[src/rtl/execute_muldiv_unit_pkg.sv]
// Shared types and op decoding for the execute-stage multiply/divide unit.
// No logic of its own; no latency.
// No backpressure of its own; handshakes live in the unit that imports it.
package execute_muldiv_unit_pkg;

    typedef enum logic [1:0] {MD_MULT, MD_MULTU, MD_DIV, MD_DIVU} muldiv_op_t;

    typedef enum logic [1:0] {MD_S_IDLE, MD_S_MUL, MD_S_DIV, MD_S_DONE} muldiv_state_t;

    function automatic logic op_is_div(input muldiv_op_t op);
        return (op == MD_DIV) || (op == MD_DIVU);
    endfunction

    function automatic logic op_is_signed(input muldiv_op_t op);
        return (op == MD_MULT) || (op == MD_DIV);
    endfunction

endpackage

[src/rtl/execute_muldiv_div_core.sv]
// One restoring-division step: shift in the next dividend bit, trial-subtract, restore on borrow.
// Purely combinational, zero latency.
// No backpressure; the caller sequences the steps.
module execute_muldiv_div_core #(
    parameter int WIDTH = 32
) (
    input  logic [WIDTH:0]   rem_in,
    input  logic [WIDTH-1:0] quot_in,
    input  logic [WIDTH-1:0] divisor,
    output logic [WIDTH:0]   rem_out,
    output logic [WIDTH-1:0] quot_out
);

    logic [WIDTH+1:0] shifted;
    logic [WIDTH+1:0] diff;
    logic             q_bit;

    // Extra top bit makes the borrow of the trial subtraction visible as diff's MSB.
    always_comb begin
        shifted = {rem_in, quot_in[WIDTH-1]};
        diff    = shifted - {2'b00, divisor};
        q_bit   = ~diff[WIDTH+1];
        rem_out = q_bit ? diff[WIDTH:0] : shifted[WIDTH:0];
        quot_out = {quot_in[WIDTH-2:0], q_bit};
    end

endmodule

[src/rtl/execute_muldiv_unit.sv]
// Iterative signed/unsigned multiply (MUL_BITS per cycle) and restoring divide for Execute.
// Latency: MUL WIDTH/MUL_BITS+1, DIV WIDTH+1 (div-by-zero 1 when DIV_ZERO_FAST) cycles.
// in_ready only in IDLE; result held on out_valid until out_ready; flush aborts anywhere.
module execute_muldiv_unit
    import execute_muldiv_unit_pkg::*;
#(
    parameter int WIDTH         = 32,
    parameter int MUL_BITS      = 2,
    parameter int DIV_ZERO_FAST = 1
) (
    input  logic             clk,
    input  logic             reset,
    input  logic             in_valid,
    output logic             in_ready,
    input  logic [1:0]       in_op,
    input  logic [WIDTH-1:0] in_a,
    input  logic [WIDTH-1:0] in_b,
    input  logic             flush,
    output logic             out_valid,
    input  logic             out_ready,
    output logic [WIDTH-1:0] out_hi,
    output logic [WIDTH-1:0] out_lo,
    output logic             busy
);

    localparam int MUL_ITER = WIDTH / MUL_BITS;
    localparam int CW       = $clog2(WIDTH + 1);

    function automatic logic [WIDTH-1:0] cond_neg_w(input logic neg, input logic [WIDTH-1:0] v);
        return neg ? -v : v;
    endfunction

    function automatic logic [2*WIDTH-1:0] cond_neg_2w(input logic neg, input logic [2*WIDTH-1:0] v);
        return neg ? -v : v;
    endfunction

    muldiv_state_t      state;
    logic [CW-1:0]      count;
    logic [2*WIDTH-1:0] prod_q;
    logic [WIDTH-1:0]   mcand_q;
    logic [WIDTH:0]     rem_q;
    logic [WIDTH-1:0]   quot_q;
    logic [WIDTH-1:0]   divisor_q;
    logic [WIDTH-1:0]   raw_a_q;
    logic               neg_q;
    logic               neg_r;
    logic               dz_q;

    muldiv_op_t         op;
    logic               is_div;
    logic               sign_a;
    logic               sign_b;
    logic [WIDTH-1:0]   a_mag;
    logic [WIDTH-1:0]   b_mag;
    logic               div_zero;

    assign op       = muldiv_op_t'(in_op);
    assign is_div   = op_is_div(op);
    assign sign_a   = op_is_signed(op) & in_a[WIDTH-1];
    assign sign_b   = op_is_signed(op) & in_b[WIDTH-1];
    assign a_mag    = cond_neg_w(sign_a, in_a);
    assign b_mag    = cond_neg_w(sign_b, in_b);
    assign div_zero = (in_b == '0);

    // Shift-add step: add multiplicand * low multiplier digit to the top half, shift right.
    logic [MUL_BITS-1:0]       mul_digit;
    logic [WIDTH+MUL_BITS-1:0] mul_sum;
    logic [2*WIDTH-1:0]        mul_next;

    assign mul_digit = prod_q[MUL_BITS-1:0];
    assign mul_sum   = {{MUL_BITS{1'b0}}, prod_q[2*WIDTH-1:WIDTH]}
                     + ({{MUL_BITS{1'b0}}, mcand_q} * {{WIDTH{1'b0}}, mul_digit});
    assign mul_next  = {mul_sum, prod_q[WIDTH-1:MUL_BITS]};

    logic [WIDTH:0]   div_rem_next;
    logic [WIDTH-1:0] div_quot_next;

    execute_muldiv_div_core #(.WIDTH(WIDTH)) u_div_core (
        .rem_in   (rem_q),
        .quot_in  (quot_q),
        .divisor  (divisor_q),
        .rem_out  (div_rem_next),
        .quot_out (div_quot_next)
    );

    always_ff @(posedge clk) begin
        if (reset) begin
            state     <= MD_S_IDLE;
            count     <= '0;
            prod_q    <= '0;
            mcand_q   <= '0;
            rem_q     <= '0;
            quot_q    <= '0;
            divisor_q <= '0;
            raw_a_q   <= '0;
            neg_q     <= 1'b0;
            neg_r     <= 1'b0;
            dz_q      <= 1'b0;
            in_ready  <= 1'b1;
            out_valid <= 1'b0;
            busy      <= 1'b0;
            out_hi    <= '0;
            out_lo    <= '0;
        end else if (flush) begin
            state     <= MD_S_IDLE;
            in_ready  <= 1'b1;
            out_valid <= 1'b0;
            busy      <= 1'b0;
        end else begin
            case (state)
                MD_S_IDLE: begin
                    if (in_valid) begin
                        mcand_q   <= a_mag;
                        prod_q    <= {{WIDTH{1'b0}}, b_mag};
                        rem_q     <= '0;
                        quot_q    <= a_mag;
                        divisor_q <= b_mag;
                        raw_a_q   <= in_a;
                        neg_q     <= sign_a ^ sign_b;
                        neg_r     <= sign_a;
                        dz_q      <= is_div & div_zero;
                        if (!is_div)
                            count <= CW'(MUL_ITER);
                        else if (div_zero && DIV_ZERO_FAST != 0)
                            count <= '0;
                        else
                            count <= CW'(WIDTH);
                        state    <= is_div ? MD_S_DIV : MD_S_MUL;
                        in_ready <= 1'b0;
                        busy     <= 1'b1;
                    end
                end
                MD_S_MUL: begin
                    if (count == '0) begin
                        {out_hi, out_lo} <= cond_neg_2w(neg_q, prod_q);
                        out_valid        <= 1'b1;
                        state            <= MD_S_DONE;
                    end else begin
                        prod_q <= mul_next;
                        count  <= count - CW'(1);
                    end
                end
                MD_S_DIV: begin
                    if (count == '0) begin
                        if (dz_q) begin
                            out_lo <= '1;
                            out_hi <= raw_a_q;
                        end else begin
                            out_lo <= cond_neg_w(neg_q, quot_q);
                            out_hi <= cond_neg_w(neg_r, rem_q[WIDTH-1:0]);
                        end
                        out_valid <= 1'b1;
                        state     <= MD_S_DONE;
                    end else begin
                        rem_q  <= div_rem_next;
                        quot_q <= div_quot_next;
                        count  <= count - CW'(1);
                    end
                end
                MD_S_DONE: begin
                    if (out_ready) begin
                        out_valid <= 1'b0;
                        in_ready  <= 1'b1;
                        busy      <= 1'b0;
                        state     <= MD_S_IDLE;
                    end
                end
                default: begin
                    state    <= MD_S_IDLE;
                    in_ready <= 1'b1;
                    busy     <= 1'b0;
                end
            endcase
        end
    end

endmodule

[config.mk]
export PLATFORM = sky130hd
export DESIGN_NAME = execute_muldiv_unit
export DESIGN_NICKNAME = d
export VERILOG_FILES = /design/src/rtl/execute_muldiv_unit_pkg.sv /design/src/rtl/execute_muldiv_div_core.sv /design/src/rtl/execute_muldiv_unit.sv
export SDC_FILE = /design/constraint.sdc
export NUM_CORES = 1
export LEC_CHECK = 0
export CORE_UTILIZATION = 40
export DETAILED_ROUTE_END_ITERATION = 8
export PLACE_DENSITY = 0.56
export SYNTH_ARGS = -nofsm -noshare
export SYNTH_HDL_FRONTEND = slang
export SYNTH_SLANG_ARGS = --single-unit
[constraint.sdc]
create_clock -name clk -period 6.7 [get_ports clk]
set_input_delay 1.34 -clock clk [delete_from_list [all_inputs] [get_ports clk]]
set_output_delay 1.34 -clock clk [all_outputs]
set_load 0.02 [all_outputs]
Word level (Yosys, flattened, before mapping)

Cells that the tools add are included.

Register bits: 303
Input bits: 71
Output and inout bits: 67
Logic and storage cells: 107

Add/sub/neg operators: 8
$mul: 1
Equality and inequality tests: 13
Muxes and demuxes: 41
Bitwise operators: 6
Reduce and logical (&&, ||, !) cells: 22

Operator list:

| cell                  | count |
|---|---|
| $mux W32              | 12 |
| $mux W64              | 3 |
| $pmux W32 S2          | 3 |
| $neg A32 Y32          | 4 |
| $pmux W64 S2          | 1 |
| $mux W33              | 3 |
| $pmux W33 S2          | 1 |
| $neg A64 Y64          | 1 |
| $add A32 B34 Y34      | 1 |
| $mul A32 B2 Y34       | 1 |
| $sub A34 B32 Y34      | 1 |
| $logic_not A32 Y1     | 1 |
| $mux W6               | 4 |
| $reduce_and A4 Y1     | 4 |
| $ne A2 B2 Y1 const B  | 7 |
| $pmux W6 S2           | 1 |
| $reduce_and A3 Y1     | 4 |
| $reduce_bool A2 Y1    | 6 |
| $eq A2 B2 Y1 const B  | 4 |
| $mux W2               | 4 |
| $logic_not A6 Y1      | 1 |
| $pmux W1 S2           | 3 |
| $pmux W2 S3           | 1 |
| $sub A6 B1 Y6 const B | 1 |
| 9 further kinds       | 19 |

Depth between registers and ports, before layout

Depth after elaboration: 6
Gate-level depth with buffers: 16
Depth with buffers taken out: 14

By module

From an unflattened synthesis, not the netlist that was laid out.

Cell total of the unflattened synthesis: 2,860
Area total of the unflattened synthesis: 21,310.4 um^2

Modules (own cells, without submodules):

| module                  | times used | cells each | area each (um^2) | sequential area each (um^2) |
|---|---|---|---|---|
| execute_muldiv_unit     | 1          | 2,522      | 18,856.8         | 6,045.8 |
| execute_muldiv_div_core | 1          | 338        | 2,453.6          | 0.0 |

Worst setup path before layout

No wires, ideal clock.

Path kind: register -> register
Start: register prod_q[1]
End: register prod_q[62]
Library setup time: 117 ps
Arrival time: 3,816 ps
Required time: 6,583 ps
Setup slack: 2,767 ps
Cell stages (with the launch flop): 16
Path buffers: 2
Period minus slack after synthesis: 3,933 ps
Cells stage by stage: dfxtp_1 > clkbuf_1 > clkbuf_1 > nand2_1 > fa_1 > inv_1 > ha_1 > a211oi_1 > nor2_1 > a2111oi_0 > o21ai_1 > a211oi_1 > o21ai_1 > a221oi_1 > xnor2_1 > a22o_1

Word-level cells in the longest chain between the ends: 4

RTL lines:

| item                   | RTL line                   | source |
|---|---|---|
| from (decl)            | execute_muldiv_unit.sv:39  | `logic [2*WIDTH-1:0] prod_q;` |
| from (signal assigned) | execute_muldiv_unit.sv:114 | `prod_q <= {{WIDTH{1'b0}}, b_mag};` |
| from (signal assigned) | execute_muldiv_unit.sv:139 | `prod_q <= mul_next;` |
| $mul A32 B2 Y34        | execute_muldiv_unit.sv:72  | `+ ({{MUL_BITS{1'b0}}, mcand_q} * {{WIDTH{1'b0}}, mul_digit});` |
| $add A32 B34 Y34       | execute_muldiv_unit.sv:72  |  |
| $mux W64               | execute_muldiv_unit.sv:134 | `if (count == '0) begin` |
| $pmux W64 S2           | execute_muldiv_unit.sv:110 | `case (state)` |

Every way passes these cells. The select of a mux whose other input is x is not followed.
A chain may end at the register's enable or synchronous reset.

Final worst setup path

Start: register prod_q[0]
End: register prod_q[62]

The elaborated chain is that of the path after synthesis.

==> results.cfg <==
[status]
outcome = finished, final reports clean

[yosys]
ys_types = 85
synth_area_mm2 = 0.0207
synthDominantCellAreaShare_pct = 29.2
ys_top_cells_by_count = nand2_1 (493), dfxtp_1 (302), a21oi_1 (229)
ys_ff_latch = 302
syn_inst = 2767
yosys.area.top_type = dfxtp_1
ys_warn_count = 0
yosysMostFrequentCell = nand2_1
avgSynthCellArea_um2 = 7.47
netlist_top_cells_area = dfxtp_1 (29%), nand2_1 (8.9%), xnor2_1 (7.3%), a21oi_1 (5.5%), ha_1 (4.6%)
syn_nets = 2947
synth-main-ff-cell = dfxtp_1
synth_edf_count = 0
async_reset_ff_share_pct = 0
ys_seq_area_share_pct = 29.2

[clock_network]
clkLatencyLatePin_ns = 0.58
cts_resized = 0
clock-sinks = 302
cts_tree = yes
htreeDepth = 2
cts_root_buffer = clkbuf_16
post_cts_buffers = 0
path_clk_slew_ns = 0.06
ctsHoldBuffers = 0
cts_buffers = 39
cts_buffer_depth = 3

[timing]
clock_skew_ns = 0.0221
timing.final.crit_share_pct = 68.2
period_minus_slack_ns = 4.57
hold_viol_final = 0
setup_viol = 0
tightest_slew_ns = 1.08
setup_tns_ns = 0
holdWs_ns = 0.438
max_slew_margin_pct = 28.0
drv_slew = 0
rsz0062_at_grt = no
max_freq_ghz = 0.219

[finish]
multi_input_area_mm2 = 0.0134
nFillCells = 5091
area_growth_pct = 15.4
regArea_mm2 = 0.00605
layout-drive-gt1-share_pct = 5.10
nets = 2976
n_antenna_cell = 0
finish.utilization_pct = 47.2

[drt]
drc = 0
drtIter0Drc = 1832
wirelength_mm = 76.0
vias = 20300
drtAntennaViolNets = 0
wl_per_cell_um = 21.7
avgViaCountPerCell = 5.80
first_pass_iters = 6

[global_route]
grt_max_degree = 119
antenna_found_initial = 0
grt_pass1_vias = 18800
grt_first_pass_wirelength_mm = 115
overflow = 0
grt_use_total_pct = 28.3

[floorplan]
io_pins = 138
die_height_um = 229
initial_core_util_pct = 40.9
rows = 82
core_area_mm2 = 0.0506
dieArea_mm2 = 0.0526
die-width_um = 229

[placed_design]
place.gp.congestion = 0.944
hpwl_mm = 57.3
port_buffers = 137

[pwr]
p_leak_nw = 9.04
power_density_mw_per_mm2 = 218
ir_drop_v = 0.000152

[worst_setup_path]
crit_arrival_ns = 5.04
crit_path_max_fanout = 22
cp.required_ns = 7.16
cp-end-kind = register
critPathKind = register to register
r2r_cells = 14
start_kind = register

[job]
cap_violations = 0

[worst_hold_path]
holdPathStages = 2
min-delay-path-class = register to register
state kept, by name, indices dropped and copies added, names as in the netlist:
register and count:
neg_r 1, neg_q 1, raw_a_q 31, out_lo 32
out_valid 1, rem_q 33, divisor_q 32, in_ready 1
prod_q 64, quot_q 32, state 2, busy 1
count 6, out_hi 32, mcand_q 32, dz_q 1
worst paths after layout:
kind	startpoint	endpoint	slack, ns
setup / recovery	prod_q[0]	prod_q[62]	2.13
hold / removal	out_lo[31]	out_lo[31]	0.44
setup reg to reg	prod_q[0]	prod_q[62]	2.13
hold reg to reg	out_lo[31]	out_lo[31]	0.44
cell families (layout without fill, tap and decap cells):
logic type / after synthesis / count (layout) / synth area share (%)
fa+ha+maj: 109 / 109 / 7.79
simple gates: 1020 / 1020 / 22.5
xor+xnor: 232 / 232 / 9.83
buf+inv: 332 / 389 / 6.18
compound gates: 750 / 750 / 23.4
mux: 22 / 22 / 1.07
flops: 302 / 302 / 29.2
worst max-delay path: stages, from the launching register on:
cell and delay [ns]:
dfxtp_1 0.76, buf_4 0.39, nand2_1 0.10, fa_1 0.48, inv_1 0.04, ha_1 0.36, a21o_1 0.22, a2111oi_0 0.63
o21ai_1 0.19, a211oi_1 0.29, buf_4 0.20, o21ai_1 0.11, a221oi_1 0.38, xnor2_1 0.11, a22o_1 0.18
layout by cell type, fill, tap and decap left out, types with 38 or more instances in the layout:
cell             count
ha_1                74
xnor2_1            171
nand2_1            493
nor2_1             203
clkdlybuf4s50_1    136
o21ai_0            158
clkbuf_16           40
o31ai_1             40
o211ai_1            38
a21oi_1            229
dfxtp_1            300
xor2_1              59
inv_1              157
nand3_1             99
a211oi_1            72
power breakdown:
part / internal [mW] / switching [mW]
sequential: 1.88 / 0.102
combinational: 0.328 / 0.602
clock: 1.42 / 0.862
stage by stage:
step	setup WS [ns]	instances	total power, mW	area, µm²
detailed placement	1.69	3427	2.93	22500
CTS	2.07	3496	5.22	23900
global route	1.71	3496	5.39	23900
global placement	1.80	3427	2.92	22500
finish	2.13	3496	5.19	23900
floorplan	2.77	2767	2.59	20700
area by class of cell:
class | instances | area share, %
tap | 672 | 3.52
inverter | 157 | 2.47
clock inverter | 13 | 0.980
clock buffer | 56 | 4.82
timing repair buffer | 163 | 6.62
sequential | 302 | 25.3
multi-input combinational | 2133 | 56.2
routing by layer:
metal  wire length [µm]  vias up  global-route usage [%]
li1                   -     9731                       -
met1              33800     9750                    38.3
met2              34100      677                    44.8
met3               4550      131                    3.56
met4               3530        0                    13.3
met5                  0        -                       0
No activity file was read; power rests on OpenSTA's default activity.
